File: src/rtl/board_mem_arbiter.sv
// board_mem_arbiter: shares the single-port Tetris board RAM between the
// VGA renderer, the board-clear sequencer (built when BOARD_CLEAR_EN is
// defined) and the game engine. Fixed priority: renderer > clear > game.
module board_mem_arbiter #(
   parameter int CELLS  = 200,
   parameter int ADDR_W = 8,
   parameter int DATA_W = 3
) (
   input  logic              clock,
   input  logic              reset,
   input  logic              rd_valid,
   input  logic [ADDR_W-1:0] rd_addr,
   output logic [DATA_W-1:0] rd_data,
   output logic              rd_data_valid,
   input  logic              g_req,
   input  logic              g_we,
   input  logic [ADDR_W-1:0] g_addr,
   input  logic [DATA_W-1:0] g_wdata,
   output logic              g_ack,
   output logic [DATA_W-1:0] g_rdata,
   input  logic              clr_start,
   output logic              clr_busy,
   output logic              mem_en,
   output logic              mem_we,
   output logic [ADDR_W-1:0] mem_addr,
   output logic [DATA_W-1:0] mem_wdata,
   input  logic [DATA_W-1:0] mem_rdata
);

   localparam logic [ADDR_W-1:0] LAST = ADDR_W'(CELLS - 1);

   logic              rd_hit;
   logic              g_hit;
   logic              g_issue;
   logic              clr_active;
   logic              clr_write;
   logic [ADDR_W-1:0] clr_addr;

   logic              rd_v_q;
   logic              rd_hit_q;
   logic              g_inflight;
   logic              g_we_q;
   logic              g_hit_q;
   logic [DATA_W-1:0] g_rdata_q;
   logic [DATA_W-1:0] g_rd_now;

   assign rd_hit = (rd_addr <= LAST);
   assign g_hit  = (g_addr <= LAST);

`ifdef BOARD_CLEAR_EN
   typedef enum logic {
      IDLE  = 1'b0,
      CLEAR = 1'b1
   } clr_state_t;

   clr_state_t        state;
   clr_state_t        state_nxt;
   logic [ADDR_W-1:0] cnt;
   logic [ADDR_W-1:0] cnt_nxt;

   // Clear sequencer state and address counter.
   always_ff @(posedge clock) begin
      if (reset) begin
         state <= IDLE;
         cnt   <= '0;
      end else begin
         state <= state_nxt;
         cnt   <= cnt_nxt;
      end
   end

   // Next state: step the counter on every cycle the renderer leaves free.
   always_comb begin
      state_nxt = state;
      cnt_nxt   = cnt;
      unique case (state)
         IDLE: begin
            if (clr_start) begin
               state_nxt = CLEAR;
               cnt_nxt   = '0;
            end
         end
         CLEAR: begin
            if (!rd_valid) begin
               cnt_nxt = cnt + ADDR_W'(1);
               if (cnt == LAST) begin
                  state_nxt = IDLE;
                  cnt_nxt   = '0;
               end
            end
         end
         default: begin
            state_nxt = IDLE;
            cnt_nxt   = '0;
         end
      endcase
   end

   assign clr_active = (state == CLEAR);
   assign clr_write  = clr_active && !rd_valid && !reset;
   assign clr_addr   = cnt;
`else
   logic unused_clr_start;

   assign unused_clr_start = clr_start;
   assign clr_active       = 1'b0;
   assign clr_write        = 1'b0;
   assign clr_addr         = '0;
`endif

   // A game access waits for a slot free of renderer, clear and its own ack.
   assign g_issue = !reset && g_req && !rd_valid &&
                    !clr_active && !g_inflight;

   assign g_rd_now = g_hit_q ? mem_rdata : '0;

   // Pipeline flags for renderer returns and the game in-flight access.
   always_ff @(posedge clock) begin
      if (reset) begin
         rd_v_q     <= 1'b0;
         rd_hit_q   <= 1'b0;
         g_inflight <= 1'b0;
         g_we_q     <= 1'b0;
         g_hit_q    <= 1'b0;
         g_rdata_q  <= '0;
      end else begin
         rd_v_q     <= rd_valid;
         rd_hit_q   <= rd_hit;
         g_inflight <= g_issue;
         if (g_issue) begin
            g_we_q  <= g_we;
            g_hit_q <= g_hit;
         end
         if (g_inflight && !g_we_q) begin
            g_rdata_q <= g_rd_now;
         end
      end
   end

   assign rd_data_valid = rd_v_q && !reset;
   assign rd_data       = (rd_v_q && rd_hit_q && !reset) ? mem_rdata : '0;
   assign g_ack         = g_inflight && !reset;
   assign g_rdata       = reset ? '0 :
                          (g_ack && !g_we_q) ? g_rd_now : g_rdata_q;
   assign clr_busy      = clr_active && !reset;

   // RAM port mux; out-of-range requests take their slot without a RAM access.
   always_comb begin
      mem_en    = 1'b0;
      mem_we    = 1'b0;
      mem_addr  = '0;
      mem_wdata = '0;
      if (!reset) begin
         if (rd_valid) begin
            if (rd_hit) begin
               mem_en   = 1'b1;
               mem_addr = rd_addr;
            end
         end else if (clr_write) begin
            mem_en   = 1'b1;
            mem_we   = 1'b1;
            mem_addr = clr_addr;
         end else if (g_issue && g_hit) begin
            mem_en    = 1'b1;
            mem_we    = g_we;
            mem_addr  = g_addr;
            mem_wdata = g_we ? g_wdata : '0;
         end
      end
   end

endmodule
File: config.mk
export PLATFORM = sky130hd
export DESIGN_NAME = board_mem_arbiter
export DESIGN_NICKNAME = d
export VERILOG_FILES = /design/src/rtl/board_mem_arbiter.sv
export SDC_FILE = /design/constraint.sdc
export NUM_CORES = 1
export LEC_CHECK = 0
export ABC_AREA = 0
export CAP_MARGIN = 40
export CORE_ASPECT_RATIO = 1.2
export CORE_MARGIN = 1
export CORE_UTILIZATION = 29
export CTS_CLUSTER_DIAMETER = 80
export DETAILED_ROUTE_END_ITERATION = 12
export PLACE_DENSITY = 0.8
export SETUP_SLACK_MARGIN = 0.05
export SKIP_LAST_GASP = 1
export SLEW_MARGIN = 25
export SYNTH_ARGS = -nofsm -noshare
export SYNTH_HDL_FRONTEND = slang
export SYNTH_SLANG_ARGS = --single-unit
File: constraint.sdc
create_clock -name clock -period 1.8 [get_ports clock]
set_input_delay 0.36 -clock clock [delete_from_list [all_inputs] [get_ports clock]]
set_output_delay 0.36 -clock clock [all_outputs]
set_load 0.005 [all_outputs]
After elaboration in Yosys (flattened, before gate mapping)
Index checks and enable logic that the tools add are counted.

Register bits: 8. Input port bits: 28. Output and inout bits: 22. Logic and storage cells: 41.

Order comparisons: 2. Multiplexer cells: 19. Reductions and logical operators: 14.

Operators with widths (count): 8-bit 2-to-1 mux (4); 3-bit 2-to-1 mux (8); 8-bit less-or-equal comparator, second input constant (2); 1-bit logical AND (10); 1-bit 2-to-1 mux (7); 1-bit zero test (4).

Logic depth before layout (Yosys ltp)
Depth after elaboration: 8. Mapped depth: 4. Mapped depth without buffers: 3.

Least setup slack after synthesis
OpenSTA, ideal clock, no wires.

Path kind: input to output. From: in rd_valid. To: out mem_wdata[0]. Data arrival time: 1316 ps. Required time: 1440 ps. Slack: 124 ps. Stages on the path: 4. Buffers on the path: 1. Cells stage by stage: buf_6 nor4b_4 and3_4 and2_1.

Cells in the longest elaborated chain, start to end: 7.

RTL lines: from (decl) (RTL line 11) `input logic rd_valid,`; 1-bit zero test (RTL line 112) `assign g_issue = !reset && g_req && !rd_valid &&`; 1-bit logical AND (RTL line 112); 1-bit logical AND (RTL line 113) `!clr_active && !g_inflight;`; 1-bit logical AND (RTL line 163) `end else if (g_issue && g_hit) begin`; 3-bit 2-to-1 mux (RTL line 163); 3-bit 2-to-1 mux * (RTL line 154) `if (rd_valid) begin`; 3-bit 2-to-1 mux * (RTL line 153) `if (!reset) begin`; to (decl) (RTL line 26) `output logic [DATA_W-1:0] mem_wdata,`.

Mark *: on every way between the ends. The rest lies on a longest branch, timed or not.

Final worst setup path
From: in rd_addr[3]. To: out mem_addr[7].

Cells in the longest elaborated chain, start to end: 4.

RTL lines: from (decl) (RTL line 12) `input logic [ADDR_W-1:0] rd_addr,`; 8-bit less-or-equal comparator (RTL line 47) `assign rd_hit = (rd_addr <= LAST);`; 8-bit 2-to-1 mux (RTL line 155) `if (rd_hit) begin`; 8-bit 2-to-1 mux (RTL line 154); 8-bit 2-to-1 mux (RTL line 153); to (decl) (RTL line 25) `output logic [ADDR_W-1:0] mem_addr,`.

No other way between the ends.

==> metrics.csv <==
metric;value;unit
Crit-path slowest cell;o311ai_2;
die area;0.00201;mm^2
number of hold buffers added after cts;0;
Hold Crit Class;flip-flop to flip-flop;
worst hold stages;2;
FF+latch count, synth;8;
Starting DRT DRC Count;1;
Gate power share;0.363;
Mapped Avg Cell Area;8.31;um^2
drt pass-1 iters;3;
detailed-route via count;735;
total grt overflow;0;
Synth top area share;0.301;
Max Fclk;552;MHz
CTS tree;done;
FFs w/ async S/R, synth;0;
max-cap violations;0;
initial antenna violation count;0;
Gate Count Post-Synth;64;
WL/cell;11.6;um
total CTS buffers;3;
Routed Antenna Nets;0;
Buffers on Ports;47;
Via density;4.90;
Worst setup SP type;primary input;
share of cells above drive strength 1;0.462;
HPWL after DPL;1.29;mm
die span in y;48.9;um
final wirelength;1.74;mm
failing checks;negative setup slack;
Hold Path End;g_rdata_q[0];
clk slew on worst S/H paths;0.05;ns
Yosys top cell by area;dfxtp_1;
worst setup margin;-0.0102;ns
Post-synth top cells;nor2_1 (10), dfxtp_1 (8), mux2i_1 (7);
FF-to-FF path depth;6;
Synthesized Nets;92;
Power Density;421;mW/mm^2
Final Hold Vio Count;0;
final setup vio count;4;
Clock power frac;0.260;
clk buf depth;2;
required time worst endpoint;1.44;ns
Initial Utilization;0.316;
Reg power frac;0.377;
Final min period;1.81;ns
crit-path max cell delay;0.27;ns
Core Region;0.00168;mm^2
NetSw;0.129;mW
placer congestion estimate;0.777;
critical path arrival;1.45;ns
Internal;0.367;mW
clk sink count;8;
Final period util;1.01;
status;complete, but fails checks;
r2r setup slk;0.46;ns
Pins Over Slew Limit;0;
YS warnings;0;
maximum number of pins on one net before global-route repair;7;
reg2reg start;g_inflight;
first-pass GRT wire length;2.75;mm
IO Count;50;
RR Endpoint;g_we_q;
Area contributors post-synth;dfxtp_1 (30%), mux2i_1 (13%), nor2_1 (7.1%);
H-Tree Level Count;1;
crit end category;primary output;
EDFF count, synth;0;
final hold slack;0.460;ns
DRC viols;0;
crit path kind;primary input to primary output;
vias in the first global route;732;
Final Total Pwr;0.496;mW
unrepaired setup endpoints after global routing;yes;
Tot GR Track Use;0.195;
P_leak;0.577;nW
clk_lat worst skew;0.24;ns
most common cell in the netlist;nor2_1;
Netlist cell types;22;
crit-path cells;dlygate4sd2_1 > o311ai_2 > buf_4 > a22oi_2 > buf_6 > nor2_4 > buf_2;
CP Max Fanout;5;
ys flop type;dfxtp_1;
hold path start;g_rdata_q[0];
clk_skew;0.00121;ns
Die Wd;41.1;um
Antenna Cells;0;
worst vdd ir;0.000233;V
post-synthesis sequential area ratio;0.301;
cell row count;16;
sw frac;0.260;
CTS Root Cell;clkbuf_4;
Mapped Area;532;um^2
area delta synth->final;122;%
# nets final;162;
[registers in the layout, summed over array words and instances, names as in the netlist]
name / flops
g_rdata_q: 3
g_inflight: 1
rd_v_q: 1
g_hit_q: 1
rd_hit_q: 1
g_we_q: 1
[worst max path at each step]
stage          slack, ns  depth (start not counted)           end        from
2_1_floorplan       0.12                          4  mem_wdata[0]    rd_valid
3_3_place_gp       -0.63                          6   mem_addr[7]    rd_valid
3_5_place_dp       -0.66                          6   mem_addr[0]    rd_valid
4_1_cts            -0.11                          6   mem_addr[1]  g_inflight
5_1_grt            -0.09                          6   mem_addr[6]  g_inflight
6_report           -0.01                          7   mem_addr[7]  rd_addr[3]
[routing by layer]
layer  share of wire  global-route usage
met1            0.38               0.198
met2            0.55               0.354
met3           0.077              0.0457
met4               0              0.0645
met5               0                   0
[critical path, delay by kind of cell]
kind                   cells  cell delay (ns)
buffers and inverters      4             0.68
AO/OA/AOI/OAI              2             0.34
AND/OR/NAND/NOR            1             0.08
[power groups by stage]
stage                     logic (mW)  clock network (mW)  registers, mW
after CTS                      0.162               0.136          0.187
after global placement         0.164                   0          0.190
after floorplan               0.0516                   0          0.190
final                          0.180               0.129          0.187
after detailed placement       0.166                   0          0.191
after global routing           0.195               0.149          0.187
[timing repair]
action	4_1_cts	5_1_grt
setup endpoints to repair	21	13
gates resized for setup	91	21
setup buffers	7	2
pin swaps	17	9
[kinds of logic after synthesis]
group / after synthesis / share of synthesized area
buf+inv: 4 / 0.0494
other cells: 1 / 0.00705
compound gates: 13 / 0.176
mux: 7 / 0.132
simple gates: 31 / 0.334
flops: 8 / 0.301
[cells in the final DEF, fill, tap and decap left out, types with 2 or more instances in the layout]
cell	Yosys	routed
a21oi_1	6	4
and3_1	3	3
buf_6	1	5
nand2_1	4	4
a32oi_1	3	2
buf_4	1	18
clkbuf_2	0	4
mux2i_1	7	7
nor2b_4	0	2
nor2_2	0	2
clkdlybuf4s50_1	0	14
a21oi_2	0	2
dfxtp_1	8	7
clkbuf_4	0	3
and2_4	0	2
nor2_1	10	5
nor2b_1	5	3
buf_2	0	12
nor2_4	0	3
nand3_1	3	3
o311ai_2	0	2
dlygate4sd2_1	0	15
[stage by stage]
stage                     setup WS, ns  TNS [ns]  instance area, um^2  instances   util
after global routing           -0.0861    -0.571                 1180        150  0.701
after CTS                       -0.107    -0.599                 1120        148  0.666
after global placement          -0.630    -10.35                 1090        138  0.650
after detailed placement        -0.658    -10.94                 1090        138  0.650
after floorplan                  0.124         0                  532         64      -
final                          -0.0102   -0.0220                 1180        150  0.701
[final cells by class]
type,instances,area (um^2)
timing repair buffer,68,543
clock buffer,3,22.5
tap,18,22.5
sequential,8,164
multi-input combinational,52,423
fill,145,503
inverter,1,3.75
(Power assumes the default switching activity.)
==> patch 1: new RTL, same flow settings <==
Set the parameter `CELLS` to 100 (it was 200).
--- a/src/rtl/board_mem_arbiter.sv
+++ b/src/rtl/board_mem_arbiter.sv
@@ -4,3 +4,3 @@
 module board_mem_arbiter #(
-   parameter int CELLS  = 200,
+   parameter int CELLS  = 100,
    parameter int ADDR_W = 8,
Formal check against the unedited RTL: not equivalent (Yosys sat finds a counterexample within 4 cycles, from zero or initial values and one cycle with reset high).
==> patch 1 against the original RTL <==
Maximum frequency is 5.2% lower; total power is 1.0% higher; synthesized area is 1.6% higher; sequential cell count stayed put; register-to-register slack worse by 0.12 ns; final cell count is 6.0% higher; worst setup slack worse by 0.098 ns; the flow still finishes with violations (setup timing); worst hold slack better by 0.0015 ns; non-clock buffer count is 5 higher; wire length is 29% higher; cell area is 11% higher.
==> patch 1: results <==
[layout]
syn2layout_area_growth_pct = 141.2
clkCellAreaFrac_pct = 1.727
multi_input_cells = 56
multi_input_comb_area_um2 = 481.7
nFillCells = 119
final_cells = 159
layout.nets = 171
sh_seq_area_pct = 12.38
layout.nonclk_buf_share_pct = 46.93
num-nonclk-buffers = 73

[worst_setup_path]
cp_slowest_stage_delay_ns = 0.33
critPathSlowestCell = dfxtp_2

[outcome]
violations = setup timing
outcome = finished with violations

[sta]
fin_ws_ns = -0.1086
finalSetupTns_ns = -0.5467
setup_viol = 9

[synthesis]
synth_compound_area_share_pct = 19.91
ys_seq_area_share_pct = 29.63
yosys-top-cells-count = a21oi_1 (14), dfxtp_1 (8), and3_1 (7), mux2i_1 (6), nand2_1 (5)
synthMuxAreaShare_pct = 11.11
ys_top_cells_by_area = dfxtp_1 (30%), a21oi_1 (13%), mux2i_1 (11%)
synthCells = 68

[place]
dp.cells = 139
finalWeightedCongestion = 0.8000
post-place-ws_ns = -0.7314
port-buffer-count = 46
placed_area_um2 = 1072

[global_routing]
track_usage_pct = 23.13
grt_pass1_vias = 821

[clock_tree]
post_cts_resized = 114
postCtsSetupBuffers = 16

[routing]
totalWireLength_um = 2245
dr_total_vias = 814
drt_iter0_drc = 7
drtPass1Iterations = 4

[power]
leakage_nw = 0.6115

[min_path]
worstHoldPathType = in -> reg
patch 1: cell types whose count changed after synthesis, moves of 2 or more:
cell / before / now
a32oi_1: 3 / 0
nand2b_1: 1 / 3
and3_1: 3 / 7
nor2_1: 10 / 2
o21ai_0: 0 / 3
and2_1: 3 / 1
a21oi_1: 6 / 14
patch 1: layer usage:
layer	vias up	track usage (%)	share of wire, %
met4	0	12.90	2.4
met3	6	3.704	5.6
met2	36	39.06	53
li1	392	-	-
met1	380	27.23	39
met5	-	0	0
patch 1: power by group:
group / switching, W / internal (W) / total [W]
clock network: 0.0000519 / 0.0000757 / 0.000128
registers: 0.00000537 / 0.000184 / 0.000189
logic: 0.0000751 / 0.000109 / 0.000185
patch 1: final timing paths:
check	startpoint	end	slack [ns]	depth (start not counted)
setup / recovery	g_inflight	mem_addr[5]	-0.11	6
hold / removal	reset	g_rdata_q[1]	0.46	3
setup reg to reg	g_inflight	g_hit_q	0.34	7
hold reg to reg	g_rdata_q[1]	g_rdata_q[1]	0.48	2
==> patch 2: new RTL, config.mk and constraints unchanged <==
Without the edit above. Build with the macro `BOARD_CLEAR_EN` defined.
--- a/src/rtl/board_mem_arbiter.sv
+++ b/src/rtl/board_mem_arbiter.sv
@@ -3,2 +3,4 @@
 // defined) and the game engine. Fixed priority: renderer > clear > game.
+`define BOARD_CLEAR_EN
+
 module board_mem_arbiter #(
Behaviour: not the same (Yosys sat finds a counterexample within 4 cycles, from zero or initial values and one cycle with reset high).
==> patch 2 against the original RTL <==
The run ends with DRC, setup timing left; cell area increased by 69%; wire length is 130% higher; total power rose by 97%; worst setup slack got worse by 0.15 ns; synthesized area grew 100%; sequential cell count is 9 higher; global-route usage up 0.51 points; via count up 96%; register-to-register slack got worse by 0.32 ns; largest cell class is now multi-input combinational cells; largest power group unchanged.
==> patch 2: results <==
[routing]
wl_met2_um = 2080
drc = 1
dr_total_vias = 1440
wl_met3_um = 171

[worst_setup_path]
startpoint = g_addr[3]
crit_fanout = 4
critPathSlowestCell = o311ai_4
r2r_start = clr_addr[0]

[synthesis]
yosysUniqueCellTypes = 42
synthMuxAreaShare_pct = 2.924
yosys-top-cells-count = a21oi_1 (17), dfxtp_1 (17), nor2_1 (13), nand2_1 (12)

[outcome]
outcome = finished with violations
violations = DRC, setup timing

[power]
clkPwrFrac_pct = 29.7
powerComb_w = 0.000287

[global_routing]
track_usage_pct = 19.98
met3_usage_pct = 2.052

[sta]
setup_viol = 12
fin_ws_ns = -0.1629

[layout]
multi_input_comb_area_um2 = 848.3
layout-drive-gt1-share_pct = 46.58
layout.nets = 249
largest_reg_flops = 8
nFillCells = 281

[place]
placed_area_um2 = 1770
finalWeightedCongestion = 0.8873
port-buffer-count = 49

[clock_tree]
cts.clk_slew.worst_paths_ns = 0.07
-- patch 2: cell count changes in the layout (fill, tap and decap cells not counted), moves of 5 or more --
cell / before / now
a21oi_1: 4 / 12
a221oi_2: 0 / 8
buf_4: 18 / 27
dfxtp_1: 7 / 15
dlygate4sd2_1: 15 / 9
mux2i_1: 7 / 2
nand2_1: 4 / 9
nor2_1: 5 / 10
-- patch 2: layout make-up --
class                   instances  share of cell area (%)
well taps                      37                   2.329
clock buffers                   3                   2.077
multi-input cells             109                   42.67
inverters                       5                   1.070
flip-flops and latches         17                   17.24
clock inverters                 1                  0.2517
repair buffers                 84                   34.36
-- patch 2: what timing repair did --
| item | 4_1_cts | 5_1_grt |
|---|---|---|
| buffers inserted | 8 | 2 |
| setup endpoints to repair | 27 | 19 |
| pin swaps | 14 | 14 |
| gates resized for setup | 122 | 33 |
| cloned | 1 | 0 |
